[src/rtl/multicycle_cpu_core.sv]
// rtl/multicycle_cpu_core.sv - multi-cycle CPU core: imem, PC, register file, 4-op ALU
//
// Purpose: runs a program from a side-loaded instruction memory, one
// instruction per FETCH -> DECODE -> EXEC -> WB pass, until the all-ones
// HALT word is decoded. Program and registers are loaded while idle.
//
// Ports:
//   clk, reset            clock (rising edge), asynchronous active-high reset
//   start                 run request pulse, honoured in IDLE/HALT
//   prog_we/addr/data     instruction memory write port (IDLE/HALT only)
//   reg_we/addr/wdata     register file load port (IDLE/HALT only)
//   reg_rdata             combinational read of reg[reg_addr]
//   inst_out              instruction register
//   wb_en/addr/data       write-back strobe, destination and result
//   carry, zero           ALU flags, updated in EXEC
//   busy, done            executing / halted status
module multicycle_cpu_core #(
  parameter int DATA_W = 8,
  parameter int RA_W   = 2,
  parameter int PC_W   = 4,
  localparam int INST_W = 2 + 3 * RA_W
) (
  input  logic              clk,
  input  logic              reset,
  input  logic              start,
  input  logic              prog_we,
  input  logic [PC_W-1:0]   prog_addr,
  input  logic [INST_W-1:0] prog_data,
  input  logic              reg_we,
  input  logic [RA_W-1:0]   reg_addr,
  input  logic [DATA_W-1:0] reg_wdata,
  output logic [DATA_W-1:0] reg_rdata,
  output logic [INST_W-1:0] inst_out,
  output logic              wb_en,
  output logic [RA_W-1:0]   wb_addr,
  output logic [DATA_W-1:0] wb_data,
  output logic              carry,
  output logic              zero,
  output logic              busy,
  output logic              done
);

  typedef enum logic [2:0] {
    S_IDLE, S_FETCH, S_DECODE, S_EXEC, S_WB, S_HALT
  } state_t;

  state_t state, next_state;

  logic [INST_W-1:0] imem [2**PC_W];
  logic [DATA_W-1:0] regs [2**RA_W];
  logic [PC_W-1:0]   pc;
  logic [DATA_W-1:0] op_a, op_b, result;
  logic              halt_q;

  logic [1:0]        op;
  logic [RA_W-1:0]   dest, src1, src2;
  logic              idle_ok;
  logic [DATA_W-1:0] alu_res;
  logic              alu_c;
  logic [DATA_W:0]   alu_wide;

  assign op   = inst_out[INST_W-1 -: 2];
  assign dest = inst_out[3*RA_W-1 -: RA_W];
  assign src1 = inst_out[2*RA_W-1 -: RA_W];
  assign src2 = inst_out[RA_W-1:0];

  assign idle_ok   = (state == S_IDLE) || (state == S_HALT);
  assign busy      = !idle_ok;
  assign done      = (state == S_HALT);
  assign wb_en     = (state == S_WB);
  assign wb_addr   = dest;
  assign wb_data   = result;
  assign reg_rdata = regs[reg_addr];

  // One extra bit so the carry-out of ADD and the borrow of SUB fall
  // out of the same top bit.
  always_comb begin
    alu_wide = '0;
    alu_res  = '0;
    alu_c    = 1'b0;
    case (op)
      2'b00: begin
        alu_wide = {1'b0, op_a} + {1'b0, op_b};
        alu_res  = alu_wide[DATA_W-1:0];
        alu_c    = alu_wide[DATA_W];
      end
      2'b01: begin
        alu_wide = {1'b0, op_a} - {1'b0, op_b};
        alu_res  = alu_wide[DATA_W-1:0];
        alu_c    = alu_wide[DATA_W];
      end
      2'b10:   alu_res = op_a & op_b;
      default: alu_res = op_a | op_b;
    endcase
  end

  always_comb begin
    next_state = state;
    case (state)
      S_IDLE, S_HALT: if (start) next_state = S_FETCH;
      S_FETCH:        next_state = S_DECODE;
      S_DECODE:       next_state = S_EXEC;
      // A decoded HALT still occupies the EXEC slot (without touching
      // the flags), so HALT is entered three cycles after its FETCH.
      S_EXEC:         next_state = halt_q ? S_HALT : S_WB;
      S_WB:           next_state = S_FETCH;
      default:        next_state = S_IDLE;
    endcase
  end

  always_ff @(posedge clk or posedge reset) begin
    if (reset) begin
      state    <= S_IDLE;
      pc       <= '0;
      inst_out <= '0;
      op_a     <= '0;
      op_b     <= '0;
      result   <= '0;
      halt_q   <= 1'b0;
      carry    <= 1'b0;
      zero     <= 1'b0;
    end else begin
      state <= next_state;
      case (state)
        S_IDLE, S_HALT: if (start) pc <= '0;
        S_FETCH: inst_out <= imem[pc];
        S_DECODE: begin
          op_a   <= regs[src1];
          op_b   <= regs[src2];
          halt_q <= (inst_out == '1);
        end
        S_EXEC: if (!halt_q) begin
          result <= alu_res;
          carry  <= alu_c;
          zero   <= (alu_res == '0);
        end
        S_WB: pc <= pc + PC_W'(1);
        default: ;
      endcase
    end
  end

  // Register file: WB and the side load port are mutually exclusive by state.
  always_ff @(posedge clk or posedge reset) begin
    if (reset) begin
      for (int i = 0; i < 2**RA_W; i++) regs[i] <= '0;
    end else if (state == S_WB) begin
      regs[dest] <= result;
    end else if (idle_ok && reg_we) begin
      regs[reg_addr] <= reg_wdata;
    end
  end

  // Instruction memory keeps its contents across reset.
  always_ff @(posedge clk) begin
    if (prog_we && idle_ok) imem[prog_addr] <= prog_data;
  end

endmodule

[config.mk]
export PLATFORM = sky130hd
export DESIGN_NAME = multicycle_cpu_core
export DESIGN_NICKNAME = d
export VERILOG_FILES = /design/src/rtl/multicycle_cpu_core.sv
export SDC_FILE = /design/constraint.sdc
export NUM_CORES = 1
export LEC_CHECK = 0
export BUFFER_PORTS_ARGS = -buffer_cell sky130_fd_sc_hd__buf_2
export CAP_MARGIN = 25
export CORE_UTILIZATION = 55
export DETAILED_ROUTE_END_ITERATION = 10
export MAX_ROUTING_LAYER = met4
export PLACE_DENSITY = 0.79
export SETUP_SLACK_MARGIN = 0.2
export SLEW_MARGIN = 25
export SYNTH_ARGS = -nofsm -noshare
export SYNTH_HDL_FRONTEND = slang
export SYNTH_SLANG_ARGS = --single-unit
[constraint.sdc]
create_clock -name clk -period 2.4 [get_ports clk]
set_input_delay 0.24 -clock clk [delete_from_list [all_inputs] [get_ports clk]]
set_output_delay 0.24 -clock clk [all_outputs]
set_load 0.01 [all_outputs]
# After elaboration in Yosys (flattened, before gate mapping)
# Memory sizes are Yosys's and may differ from the RTL's. A register that Yosys moved wholly into a read port is not among the register bits.
# Index checks and enable logic that the tools add are counted.
totals:
  register_bits: 66
  ram_bits: 128
  in_bits: 27
  output_inout_bits: 31
  word_cells: 78
  n_memories: 1
op_classes:
  add_sub_neg: 3
  n_lt_le_gt_ge: 6
  n_eq_ne: 9
  muxes: 26
  bitwise_logic: 7
  n_reduce_logical: 14
memory_table:
  columns: ["name", "words", "width", "rd", "rd_ports_with_merged_regs", "wr", "line_no", "text"]
  rows:
  - ["imem", 16, 8, 1, 1, 1, "49", "logic [INST_W-1:0] imem [2**PC_W];"]
op_table:
  columns: ["operator", "n"]
  rows:
  - ["bitwise mux 32 bit", 2]
  - ["two-way mux 32 bit", 2]
  - ["two-way mux 8 bit", 8]
  - ["binary-select mux 8 bit (select 2 bit)", 3]
  - ["demux 8 bit (select 2 bit)", 2]
  - ["one-hot mux 8 bit (3 select lines)", 1]
  - ["one-hot mux 3 bit (5 select lines)", 1]
  - [">= comparator 3 bit, second input constant", 4]
  - ["inverter 2 -> 3 bit", 4]
  - ["adder 8 x 8 -> 9 bit", 1]
  - ["subtractor 8 x 8 -> 9 bit", 1]
  - ["AND 8 bit", 1]
  - ["equality test 8 bit, second input constant", 1]
  - ["zero test 8 bit", 1]
  - ["bitwise OR 8 bit", 1]
  - ["one-hot mux 4 bit (2 select lines)", 1]
  - ["equality test 3 x 2 -> 1 bit, second input constant", 2]
  - ["equality test 3 bit, second input constant", 2]
  - ["< comparator 3 x 1 -> 1 bit, second input constant", 2]
  - ["adder 4 x 1 -> 4 bit, second input constant", 1]
  - ["logical AND 1 bit", 4]
  - ["two-way mux 4 bit", 1]
  - ["AND reduction 2 bit", 2]
  - ["nonzero test 2 bit", 2]
  - ["13 further kinds", 15]

# Depth between registers and ports, before layout
# Gate-level depths: netlist of run 1.
depth:
  ltp_word: 8
  ltp_mapped: 9
  depth_no_buf: 9

# Worst setup path after synthesis of run 1
# No wires, ideal clock.
synth_timing:
  kind: "register to register"
  from: "reg state[2]"
  to: "mem imem[0][0] in the netlist's numbering (enable)"
  setup_ns: 0.383
  arrival_ns: 1.895
  required_ns: 2.017
  slack_ns: 0.122
  path_stages_with_launch: 7
  path_buffers: 1
  period_less_slack_ns: 2.278
  path_cell_list: "dfrtp_1 > buf_2 > xor2_1 > nor2_2 > nand2_1 > or3_1 > nor3_1"
synth_between:
  elab_chain_len: 5
  elab_cells_between_ends: 6
  cone_classes: "1 x eq/ne; 2 x mux; 3 x reduce/logical"
synth_lines:
  columns: ["element", "line_no", "text"]
  rows:
  - ["start: declaration", "47", "state_t state, next_state;"]
  - ["start signal: assignment", "123", "state <= next_state;"]
  - ["equality test 3 bit or zero test 3 bit (tied branches)", "67", "assign idle_ok = (state == S_IDLE) || (state == S_HALT);"]
  - ["logical OR 1 bit *", "67", null]
  - ["logical AND 1 bit *", "156", "if (prog_we && idle_ok) imem[prog_addr] <= prog_data;"]
  - ["two-way mux 1 bit *", "156", null]
  - ["two-way mux 1 bit (implied by the code) *", "156", null]
  - ["end: declaration", "49", null]
# Mark *: on every way between the ends. The rest lies on a longest branch, timed or not.

# Worst setup path in the final report of run 1
layout_timing:
  from: "reg op_b[0]"
  to: "reg zero"
layout_between:
  elab_chain_len: 3
  elab_cells_between_ends: 6
  cone_classes: "2 x add/sub; 1 x mux; 2 x bitwise; 1 x reduce/logical"
layout_lines:
  columns: ["element", "line_no", "text"]
  rows:
  - ["start: declaration", "52", "logic [DATA_W-1:0] op_a, op_b, result;"]
  - ["start signal: assignment", "129", "op_b <= regs[src2];"]
  - ["subtractor 8 x 8 -> 9 bit (tied with other cells)", "88", "alu_wide = {1'b0, op_a} - {1'b0, op_b};"]
  - ["one-hot mux 8 bit (3 select lines) *", "81", "case (op)"]
  - ["zero test 8 bit *", "135", "zero <= (alu_res == '0);"]
  - ["end signal: assignment", "135", null]
  - ["end: declaration", "38", "output logic zero,"]
# Marked as above.
# A chain may end at the register's enable or synchronous reset.

==> results of run 1 <==
==> layout make-up <==
type	count	share of cell area [%]
Clock inverter	13	1.17
Tap cell	225	2.44
Inverter	28	0.933
Clock buffer	26	4.91
Timing Repair Buffer	124	7.71
Sequential cell	202	49.4
Multi-Input combinational cell	392	33.4
==> sequential cells by signal (all words and copies together) (netlist names), 3 cells and up <==
signal and cells:
state 3, regs 32, inst_out 8, pc 4, imem 128, wb_data 8
op_b 8, op_a 8
==> layer usage <==
metal | global-route usage, % | wire, µm
met5 | - | 0
met4 | 10.2 | 639
met3 | 5.44 | 2380
met2 | 44.2 | 11800
met1 | 40.3 | 10000
==> critical path: cells and delay by family (launching register included) <==
| family | cells | cell delay (ns) |
|---|---|---|
| adders and majority gates | 2 | 0.60 |
| DFF | 1 | 0.40 |
| and+or+nand+nor | 1 | 0.24 |
| AOI/OAI and AO/OA | 5 | 0.96 |
==> cell families (layout without fill, tap and decap cells) <==
group | after synthesis | after routing
buffers and inverters | 59 | 191
DFF | 202 | 202
and+or+nand+nor | 146 | 146
adders and majority gates | 27 | 27
xor gates and xnor gates | 6 | 6
muxes | 79 | 79
AOI/OAI and AO/OA | 134 | 134
==> cell usage after synthesis, types with 4 or more instances <==
master and n:
a21oi_1 14, a22o_1 24, nor3_1 12, a22oi_1 8, nor2_1 37, o211ai_1 4
nor3b_2 4, o21ai_0 34, o21bai_1 5, mux4_1 15, inv_1 26, ha_1 25
dfrtp_1 74, mux4_2 49, a21o_1 25, clkbuf_1 18, buf_2 5, nand2_1 61
nand3_1 7, mux2_4 6, edfxtp_1 128, mux2_2 7
==> how the worst max path moves through the flow <==
stage	startpoint	endpoint	slack, ns
3_5_place_dp	op_a[0]$_DFFE_PP0P_	zero$_DFFE_PP0P_	-0.002
6_report	op_b[0]$_DFFE_PP0P_	zero$_DFFE_PP0P_	0.09
2_1_floorplan	op_b[1]$_DFFE_PP0P_	zero$_DFFE_PP0P_	0.23
4_1_cts	op_a[0]$_DFFE_PP0P_	zero$_DFFE_PP0P_	0.11
5_1_grt	op_a[0]$_DFFE_PP0P_	zero$_DFFE_PP0P_	0.01
3_3_place_gp	op_a[0]$_DFFE_PP0P_	zero$_DFFE_PP0P_	0.10
==> report_power, final <==
part / internal [mW] / total [mW] / switching (mW)
Clock: 1.91 / 3.27 / 1.36
Sequential: 4.29 / 5.14 / 0.855
Combinational: 2.69 / 5.44 / 2.75
==> layout by cell type, fill, tap and decap left out, types with 13 or more instances in the layout <==
cell       count
edfxtp_1     128
dfrtp_1       72
nand2_1       61
buf_4         58
buf_2         57
mux4_2        52
nor2_1        36
o21ai_0       33
a21o_1        25
a22o_1        24
inv_1         22
clkbuf_16     22
ha_1          20
a21oi_1       13
==> what timing repair did <==
| item | CTS | global route |
|---|---|---|
| setup buffers | 6 | 9 |
| pin swaps | 8 | 8 |
| gates resized for setup | 16 | 13 |
| setup endpoints to repair | 7 | 14 |
| endpoints found under the hold margin | 17 | 0 |
| cloned | 1 | 0 |
| hold buffers | 2 | 0 |
==> impl_metrics.csv, run 1 <==
group,metric,value,unit
cts,cts_tree,"yes",
layout,fin_nets,824,
logic_synthesis,synth.ff_latch_count,202,
power_and_ir_drop,p_leak,4.55,nW
setup_path,crit_arrival,2.73,ns
logic_synthesis,syn_area,9700,µm²
layout,synthToLayoutAreaGrowth,18.8,%
die,start_util,56.3,%
detailed_routing,dr_total_vias,6494,
timing,fin_crit_sh,96.3,%
setup_path,reg2regPathDepth,8,
logic_synthesis,synth.net_count,707,
die,rows,48,
layout,nFillCells,1110,
power_and_ir_drop,pwr_density_cell,1200,nW/µm²
hold_path,min_path_type,"in -> reg",
logic_synthesis,async_reset_ff_share,36.6,%
die,fp.dieW,135,µm
logic_synthesis,synth_area_per_cell,14.9,µm²
logic_synthesis,synth_compound_area_share,9.63,%
placed_design,port_buffers,57,
cts,h-tree-depth,1,
setup_path,critPathSlowestCell,"dfrtp_1",
setup_path,required,2.82,ns
detailed_routing,routed_wirelength,24900,µm
outcome,status,"finished, final reports clean",
detailed_routing,ant_nets,0,
setup_path,cp-end-kind,"flop",
placed_design,pre_cts_ws,-0.00215,ns
timing,rsz0062_at_grt,"true",
logic_synthesis,yosys.cell_types.count,62,
die,ioPinCount,58,
logic_synthesis,synth_warnings,0,
die,dieArea,18200,µm²
die,core_area,17200,µm²
detailed_routing,drt_pass1_iterations,5,
placed_design,routabilityCongestion,0.920,
layout,final_area,11500,µm²
cts,numCtsBuffers,22,
timing,tns,0,ns
setup_path,r2r-end,"zero$_DFFE_PP0P_",
power_and_ir_drop,ir_drop,0.731,mV
logic_synthesis,synth_edf_count,128,
setup_path,path_cells,"ha_2, fa_2, o21bai_4, a311oi_2, nor3_2, o31ai_2, a2111o_1, o41ai_2",
logic_synthesis,yosys.area_share.simple,7.26,%
layout,final_cells,1010,
timing,whs,0.0204,ns
global_routing,grt_pass1_wl,38200,µm
hold_path,min-delay-start,"reg_wdata[4]",
detailed_routing,wl_per_cell,24.6,µm
detailed_routing,avgViaCountPerCell,6.43,
global_routing,gr-usage-all-layers,29.3,%
setup_path,crit_fanout,3,
power_and_ir_drop,fin_total_pwr,13.8,mW
timing,fmax,0.433,GHz
logic_synthesis,synthFlopType,"edfxtp_1",
cts,clock_latency,0.53,ns
placed_design,placed_cell_area,10500,µm²
timing,timing.final.max_slew_violations,0,
cts,clkTransAtPathRegs,0.06,ns
timing,setup_viol,0,
logic_synthesis,yosys.area_share.xor_xnor,0.542,%
cts,cts_root_buffer,"clkbuf_16",
run,maxCapViolations,0,
timing,worst_pin_slew,0.797,ns
setup_path,cp_slowest_stage_delay,0.40,ns
layout,utilization,66.9,%
logic_synthesis,yosysTopAreaCell,"edfxtp_1",
die,die_h,135,µm
layout,drive_gt1_share,32.4,%
timing,fin_crit,2.31,ns
global_routing,gr-total-overflow,0,
logic_synthesis,yosys.area_share.adder,3.64,%
logic_synthesis,seq_area_frac_synth,58.7,%
global_routing,grt_max_degree,39,
timing,worst_slew_margin_rel,46.7,%
logic_synthesis,synth_mux_area_share,17.4,%
logic_synthesis,synth_area_leaders,"edfxtp_1 (40%), dfrtp_1 (19%), mux4_2 (11%)",
placed_design,dp_cells,953,
timing,fin_skew,0.0178,ns
hold_path,min_path_cells,3,
logic_synthesis,synthCells,653,
logic_synthesis,synth_top_cell_area_share,39.6,%
global_routing,first_global_vias,6598,
placed_design,hpwl,16300,µm
cts,cts_sinks,202,
global_routing,antenna_found_initial,0,
logic_synthesis,synth_top_family_by_area,"multiplexers",
timing,setup_slack,0.0896,ns
detailed_routing,drt-initial-drc-count,792,
layout,seqCellArea,5700,µm²
detailed_routing,drc,0,
timing,timing.final.hold_violations,0,
hold_path,min_to,"regs[4]$_DFFE_PP0P_",
layout,antenna_cells,0,
cts,cts_buffer_depth,3,
setup_path,r2r_slack,0.09,ns
setup_path,cp-start-kind,"flop",
layout,multiInputGateArea,3850,µm²
setup_path,crit_type,"reg -> reg",
setup_path,r2r_start,"op_b[0]$_DFFE_PP0P_",
(Power assumes the default switching activity.)
==> inputs of run 2 (changes only) <==
--- a/config.mk
+++ b/config.mk
@@ -7,10 +7,10 @@
 export LEC_CHECK = 0
 export BUFFER_PORTS_ARGS = -buffer_cell sky130_fd_sc_hd__buf_2
 export CAP_MARGIN = 25
-export CORE_UTILIZATION = 55
+export CORE_UTILIZATION = 35
 export DETAILED_ROUTE_END_ITERATION = 10
 export MAX_ROUTING_LAYER = met4
-export PLACE_DENSITY = 0.79
+export PLACE_DENSITY = 0.56
 export SETUP_SLACK_MARGIN = 0.2
 export SLEW_MARGIN = 25
 export SYNTH_ARGS = -nofsm -noshare
==> run 2 against run 1 <==
Sequential power down 1%. First-iteration DRC count down 50%. Global-route usage down 11 points. Clock-buffer cell count up 2. Total power up 1.9%. Worst setup slack better by 0.0093 ns. Worst hold slack worse by 0.0028 ns. Flip-flop and latch count unchanged.
==> impl_metrics.csv, run 2 (synthesis gave the netlist of run 1 again) <==
group,metric,value,unit
outcome,status,"finished, final reports clean",
die,core_area,27100,µm²
die,ioPinCount,58,
placed_design,hpwl,16800,µm
layout,largest_registers,"imem: 128 flops, regs: 32 flops",
placed_design,pre_cts_ws,0.0435,ns
die,fp.dieW,168,µm
die,die_h,168,µm
detailed_routing,avgViaCountPerCell,5.31,
power_and_ir_drop,combPwrFrac,38.5,%
global_routing,first_global_vias,6320,
layout,final_cell_mix,"edfxtp_1 (128), dfrtp_1 (72), nand2_1 (60)",
timing,tns,0,ns
cts,clkTransAtPathRegs,0.06,ns
detailed_routing,dr_total_vias,6119,
die,rows,60,
layout,largest_register,"imem",
setup_path,crit_arrival,2.71,ns
timing,setup_viol,0,
cts,numCtsBuffers,22,
detailed_routing,routed_wirelength,24300,µm
cts,h-tree-depth,1,
detailed_routing,wl_per_cell,21.1,µm
global_routing,gr-total-overflow,0,
placed_design,port_buffers,57,
detailed_routing,ant_nets,0,
cts,cts_sinks,202,
timing,setup_slack,0.0990,ns
power_and_ir_drop,clockPowerShare,25.4,%
power_and_ir_drop,p_seq_share,36.1,%
global_routing,antenna_found_initial,0,
detailed_routing,drt-initial-drc-count,398,
timing,rsz0062_at_grt,"true",
timing,fin_crit_sh,95.9,%
detailed_routing,drc,0,
global_routing,grt_pass1_wl,37400,µm
power_and_ir_drop,p_leak,4.57,nW
cts,cts_tree,"yes",
global_routing,gr-usage-all-layers,17.9,%
power_and_ir_drop,swShare,35.2,%
hold_path,min_path_type,"in -> reg",
cts,cts_root_buffer,"clkbuf_16",
power_and_ir_drop,p_switching,4.96,mW
power_and_ir_drop,pwr_density_cell,1200,nW/µm²
global_routing,grt_max_degree,75,
layout,largest_reg_flops,128,
setup_path,crit_type,"reg -> reg",
timing,fin_skew,0.0146,ns
detailed_routing,drt_pass1_iterations,4,
layout,antenna_cells,0,
setup_path,crit_fanout,3,
power_and_ir_drop,ir_drop,0.662,mV
placed_design,routabilityCongestion,0.894,
timing,worst_slew_margin_rel,48.9,%
power_and_ir_drop,intPower,9.15,mW
cts,clock_latency,0.52,ns
timing,worst_pin_slew,0.766,ns
setup_path,cp-start-kind,"flop",
setup_path,required,2.81,ns
layout,synthToLayoutAreaGrowth,21.3,%
placed_design,placed_cell_area,10700,µm²
setup_path,cp-end-kind,"flop",
timing,timing.final.hold_violations,0,
layout,final_common_cell,"edfxtp_1",
layout,drive_gt1_share,32.8,%
layout,final_area,11800,µm²
cts,cts_buffer_depth,3,
die,start_util,35.8,%
timing,fmax,0.435,GHz
layout,fin_nets,822,
timing,timing.final.max_slew_violations,0,
timing,fin_crit,2.30,ns
run,maxCapViolations,0,
die,dieArea,28400,µm²
run 2: critical path: stages (launching register included):
cell and delay [ns]:
dfrtp_2 0.45, ha_4 0.19, fa_1 0.44, nor2_2 0.13
a21oi_2 0.06, nor3_2 0.16, o2111ai_2 0.18, a2111o_1 0.39
o41ai_2 0.19
run 2: routing by layer:
metal  GRT usage, %  up-vias  part of all wire (%)
li1               -     2764                     -
met1           22.5     3152                    43
met2           30.0      155                    50
met3           2.22       48                   3.7
met4           6.01        0                   3.2
met5              -        -                     0
run 2: worst paths after layout:
| check | start | end | slack [ns] | cells past startpoint |
|---|---|---|---|---|
| worst max-delay path | op_b[0]$_DFFE_PP0P_ | zero$_DFFE_PP0P_ | 0.1 | 8 |
| min in group asynchronous | reset | wb_data[0]$_DFFE_PP0P_ | 0.33 | 4 |
| worst min register to register | regs[30]$_DFFE_PP0P_ | regs[30]$_DFFE_PP0P_ | 0.52 | 1 |
| worst max register to register | op_b[0]$_DFFE_PP0P_ | zero$_DFFE_PP0P_ | 0.1 | 8 |
| max in group asynchronous | reset | regs[20]$_DFFE_PP0P_ | 1.69 | 4 |
| worst min-delay path | reg_wdata[5] | regs[5]$_DFFE_PP0P_ | 0.02 | 3 |
run 2: final cells by class:
class	instances	area (µm²)
timing repair buffer	122	825
inverter	28	105
tap	372	465
multi-input combinational	392	3910
sequential	202	5700
clock buffer	28	593
fill	2456	15300
clock inverter	9	173
run 2: power groups by stage:
stage | sequential [mW] | combinational [mW] | clock (mW)
global placement | 5.08 | 4.96 | 0
finish | 5.09 | 5.43 | 3.58
global route | 5.19 | 5.90 | 3.80
CTS | 5.09 | 5.28 | 3.65
floorplan | 4.80 | 3.55 | 0
detailed placement | 5.16 | 5.02 | 0
run 2: per-stage QoR:
step,hold WS [ns],std cells,power [mW],util (%)
CTS,0.00233,1150,14.0,43.1
global placement,0.356,1104,10.0,39.6
global route,0.0385,1153,14.9,43.4
floorplan,0.327,653,8.35,-
finish,0.0176,1153,14.1,43.4
detailed placement,0.365,1104,10.2,39.6
run 2: timing repair:
action,in CTS,in global routing
resized for setup,22,15
pin swaps,11,14
buffers inserted,5,3
endpoints found under the hold margin,77,0
setup endpoints to repair,9,48
hold buffers,4,0
